$ cat src/rtl/pulse_scheduler.sv
// pulse_scheduler: periodic pulse / burst generator with handshaked config.
// Ports:
//   clock, reset (sync, active-high)
//   cfg_valid/cfg_ready, cfg_period, cfg_count : config handshake
//   start, stop : burst control levels
//   out : single-cycle pulse, busy : in RUN, done : burst finished
// Optional macro PULSE_SCHED_STATUS_EN adds pulses_left output.
module pulse_scheduler #(
    parameter int PERIOD_W       = 8,
    parameter int COUNT_W        = 8,
    parameter int DEFAULT_PERIOD = 4
) (
    input  logic                clock,
    input  logic                reset,
    input  logic                cfg_valid,
    output logic                cfg_ready,
    input  logic [PERIOD_W-1:0] cfg_period,
    input  logic [COUNT_W-1:0]  cfg_count,
    input  logic                start,
    input  logic                stop,
    output logic                out,
    output logic                busy,
    output logic                done
`ifdef PULSE_SCHED_STATUS_EN
    ,
    output logic [COUNT_W-1:0]  pulses_left
`endif
);

    typedef enum logic [1:0] {IDLE, RUN, DONE} state_t;

    localparam logic [PERIOD_W-1:0] P_ONE = PERIOD_W'(1);
    localparam logic [COUNT_W-1:0]  C_ONE = COUNT_W'(1);

    state_t                state_q, state_d;
    logic [PERIOD_W-1:0]   period_q, period_d;
    logic [COUNT_W-1:0]    count_q, count_d;
    logic [PERIOD_W-1:0]   timer_q, timer_d;
    logic [COUNT_W-1:0]    sent_q, sent_d;
    logic [PERIOD_W-1:0]   eff_period;
    logic [COUNT_W-1:0]    sent_inc;

    // A period of 0 is stored as 1; the incoming value also seeds the
    // timer when config and start coincide.
    always_comb begin
        eff_period = period_q;
        if (cfg_valid) begin
            eff_period = (cfg_period == '0) ? P_ONE : cfg_period;
        end
    end

    assign sent_inc = sent_q + C_ONE;

    always_comb begin
        state_d  = state_q;
        period_d = period_q;
        count_d  = count_q;
        timer_d  = timer_q;
        sent_d   = sent_q;
        unique case (state_q)
            IDLE: begin
                if (cfg_valid) begin
                    period_d = eff_period;
                    count_d  = cfg_count;
                end
                if (start && !stop) begin
                    state_d = RUN;
                    timer_d = eff_period - P_ONE;
                    sent_d  = '0;
                end
            end
            RUN: begin
                if (stop) begin
                    state_d = IDLE;
                end else if (timer_q == '0) begin
                    timer_d = period_q - P_ONE;
                    sent_d  = sent_inc;
                    // count_q==0 is free-run; sent simply wraps
                    if (count_q != '0 && sent_inc == count_q) begin
                        state_d = DONE;
                    end
                end else begin
                    timer_d = timer_q - P_ONE;
                end
            end
            DONE: begin
                state_d = IDLE;
            end
            default: begin
                state_d = IDLE;
            end
        endcase
    end

`ifdef PULSE_SCHED_STATUS_EN
    logic [COUNT_W-1:0] left_q, left_d;

    always_comb begin
        left_d = '0;
        if (state_d == RUN && count_d != '0) begin
            left_d = count_d - sent_d;
        end
    end

    always_ff @(posedge clock) begin
        if (reset) begin
            left_q <= '0;
        end else begin
            left_q <= left_d;
        end
    end

    assign pulses_left = left_q;
`endif

    always_ff @(posedge clock) begin
        if (reset) begin
            state_q  <= IDLE;
            period_q <= PERIOD_W'(DEFAULT_PERIOD);
            count_q  <= '0;
            timer_q  <= '0;
            sent_q   <= '0;
        end else begin
            state_q  <= state_d;
            period_q <= period_d;
            count_q  <= count_d;
            timer_q  <= timer_d;
            sent_q   <= sent_d;
        end
    end

    // Moore outputs decoded from registered state only
    assign cfg_ready = (state_q == IDLE);
    assign busy      = (state_q == RUN);
    assign done      = (state_q == DONE);
    assign out       = (state_q == RUN) && (timer_q == '0);

endmodule
$ cat config.mk
export PLATFORM = sky130hd
export DESIGN_NAME = pulse_scheduler
export DESIGN_NICKNAME = d
export VERILOG_FILES = /design/src/rtl/pulse_scheduler.sv
export SDC_FILE = /design/constraint.sdc
export NUM_CORES = 1
export LEC_CHECK = 0
export CAP_MARGIN = 20
export CORE_MARGIN = 2
export CORE_UTILIZATION = 40
export CTS_BUF_LIST = sky130_fd_sc_hd__clkbuf_4
export DETAILED_ROUTE_END_ITERATION = 10
export PLACE_DENSITY = 0.71
export SYNTH_ARGS = -nofsm -noshare
export SYNTH_HDL_FRONTEND = slang
export SYNTH_SLANG_ARGS = --single-unit
$ cat constraint.sdc
create_clock -name clock -period 2.4 [get_ports clock]
set_clock_uncertainty 0.1 [all_clocks]
set_input_delay 0.48 -clock clock [delete_from_list [all_inputs] [get_ports clock]]
set_output_delay 0.48 -clock clock [all_outputs]
set_load 0.005 [all_outputs]
==> metrics <==
worst skew pair latency=roughly 350 ps; fmax=~0.44 GHz; CTS tree=done; Core ar.=4755 sq um; CP dominant cell by count=or4_1; Int Power=966.6 uW; Die W=around 74 um; io pins=25; Pleak=just over 0.001 uW; total grt overflow=0; pin count of the biggest net entering global routing=21; clock root cell=clkbuf_4; part of the power in registers=between 40% and 50%; worst hold margin=365.9 ps; total power=~1400 uW; vias in the first global route=about 1,900; critical path type=flip-flop to flip-flop; worst-path cell chain=nor4_4, buf_4, a31oi_1, or4_1, or4_1, a21oi_1; Routed WL=around 5500 um; hold path endpoint=period_q[7]; Worst EP required=approximately 2600 ps; final hold vios=0; Final Cycle Share=95.52%; Area growth, synth to finish=32.77%; Seq cells post-synth=34; Worst R2R Path Depth=6; synthesized area per cell=roughly 8 sq um; CTS sink count=34; RR Endpoint=sent_q[3]; initial antenna violation count=0; count of standard-cell rows=25; layout cells sized above 1=19.93%; Crit path largest cell delay=550 ps; Final setup viols=0; CP arrival=between 2000 and 2500 ps; Net Sw Power=roughly 400 uW; hold depth=2; FFs w/ async S/R, synth=0%; dpl cells=about 370; Yosys cell types=50; Pre-antenna DRT Iters=5; mapped cell area=a little under 2000 sq um; H-Tree Depth=2; Via density=roughly 5.5; Filler cells=roughly 460; register area share after synthesis=34.28%; TNS Setup=0 ps; Hold Startpoint=period_q[7]; Hold Crit Class=flip-flop to flip-flop; post-synthesis net count=275; WL per Instance=14.69 um; post-DP HPWL=4119 um; Net count, final=approximately 330; Power Dens Cells=slightly above 500 nW/um^2; most frequent cells in the layout=38 x nand2_1, 38 x buf_4, 33 x dfxtp_1; Initial Utilization=between 40% and 50%; Synth Instances=~250; clk buf depth=2; total die area=approximately 5500 sq um; yosys warns=0; Final Max Tran Viols=0; Slew headroom=between 60% and 70%; first-pass GRT wire length=9066 um; Post-synth EDFFs=0; # DRC=0; ANT nets after route=0; Iteration-0 DRC Markers=138; Reg2Reg Setup Slack=110 ps; final non-filler cell total=approximately 370; CTS Hold Buffers Added=0; crit path max fanout=7; CP max stage cell=or4_1; clock share of power=between 30% and 40%; number of port buffers=24; Peak supply drop=around 0.00035 V; DR vias=slightly above 2,000; max_cap viols=0; Sw Ratio=29.21%; crit start category=flip-flop; final RePlAce weighted congestion=around 0.91; Reg-to-Reg Start=timer_q[3]; Main synth FF type=dfxtp_1; Die Y=74.46 um; RSZ-0062 raised after global routing=yes; Ant. Diodes=0; Clock transition at path regs=120 ps; crit path time final=2293 ps; cts bufs inserted=5; Post-CTS Setup Inserts=0; status=finished clean; Comb power frac=approximately a quarter; Critical Path End Type=flip-flop; Slew @ Worst Pin=543.4 ps; Total Routing Usage GR=a little over a fifth
==> cell usage after synthesis, types with 5 or more instances <==
master    count  area [sq um]
nand4_1       5         31.28
xnor2_1       7         61.31
nor2_1       21         78.83
a211oi_1      6         45.04
or3_1         6         37.54
nand2_1      38         142.6
o21ai_1       6         30.03
a21oi_1      32         160.2
inv_1         7         26.28
dfxtp_1      34         680.7
nor3_1        6         30.03
a311oi_1      6         52.55
a31oi_1       5         31.28
clkbuf_1      9         33.78
mux2i_1       8         80.08
o21ai_0       5         25.02
==> worst max-delay path by stage <==
stage / startpoint / endpoint
after floorplan: sent_q[0] / state_q[1]
after global placement: cfg_period[4] / timer_q[2]
after detailed placement: cfg_period[7] / timer_q[4]
after CTS: cfg_period[2] / timer_q[4]
after global routing: cfg_valid / timer_q[4]
final: timer_q[3] / sent_q[3]
==> power by group through the flow <==
stage / clock (uW) / sequential [uW] / combinational (uW)
floorplan: 0 / 626 / 175
global placement: 0 / 632 / 314
CTS: 421 / 620 / 322
global route: 439 / 625 / 361
finish: 415 / 621 / 330
detailed placement: 0 / 633 / 319
==> logic make-up after synthesis <==
| group | synth area share, % |
|---|---|
| compound gates | 23.06 |
| xor+xnor | 3.970 |
| fa+ha+maj | 1.260 |
| buf+inv | 5.671 |
| flops | 34.28 |
| mux | 4.600 |
| simple gates | 27.16 |
==> sequential cells by signal, indices dropped and copies added, names as in the netlist <==
name,count
sent_q,8
period_q,8
state_q,2
count_q,8
timer_q,8
==> critical path: cells and delay by family, from the launching register on <==
family	cells	cell delay [ps]
and+or+nand+nor	3	1320
buffers and inverters	1	210
DFF	1	360
AOI/OAI and AO/OA	2	250
==> stage by stage <==
step                      setup WS (ps)  utilization, %  area [sq um]
after floorplan                   112.5               -          1987
after global placement           -211.4           53.03          2521
after detailed placement         -346.4           53.03          2521
after CTS                         33.02           54.66          2599
after global routing             -27.13           55.45          2636
final                             107.5           55.45          2636
==> area by class of cell <==
type	instances	area, sq um	area share [%]
inverter	9	33.78	1.281
tap	67	83.83	3.180
timing repair buffer	62	528.0	20.03
clock buffer	5	37.54	1.424
sequential	34	681.9	25.87
clock inverter	2	33.78	1.281
multi-input combinational	194	1237	46.94
==> repair_timing <==
item,CTS,global route
resized for setup,2,7
pin swaps,0,2
setup endpoints to repair,2,7
==> layer usage <==
metal	vias up	global-route usage [%]	wire [um]	part of all wire [%]
li1	1020	-	-	-
met1	969	28.94	2420	44
met2	61	34.71	2644	48
met3	9	3.794	317	5.8
met4	0	7.937	96	1.8
met5	-	0	0	0
Power figures use the tool's default switching activity.
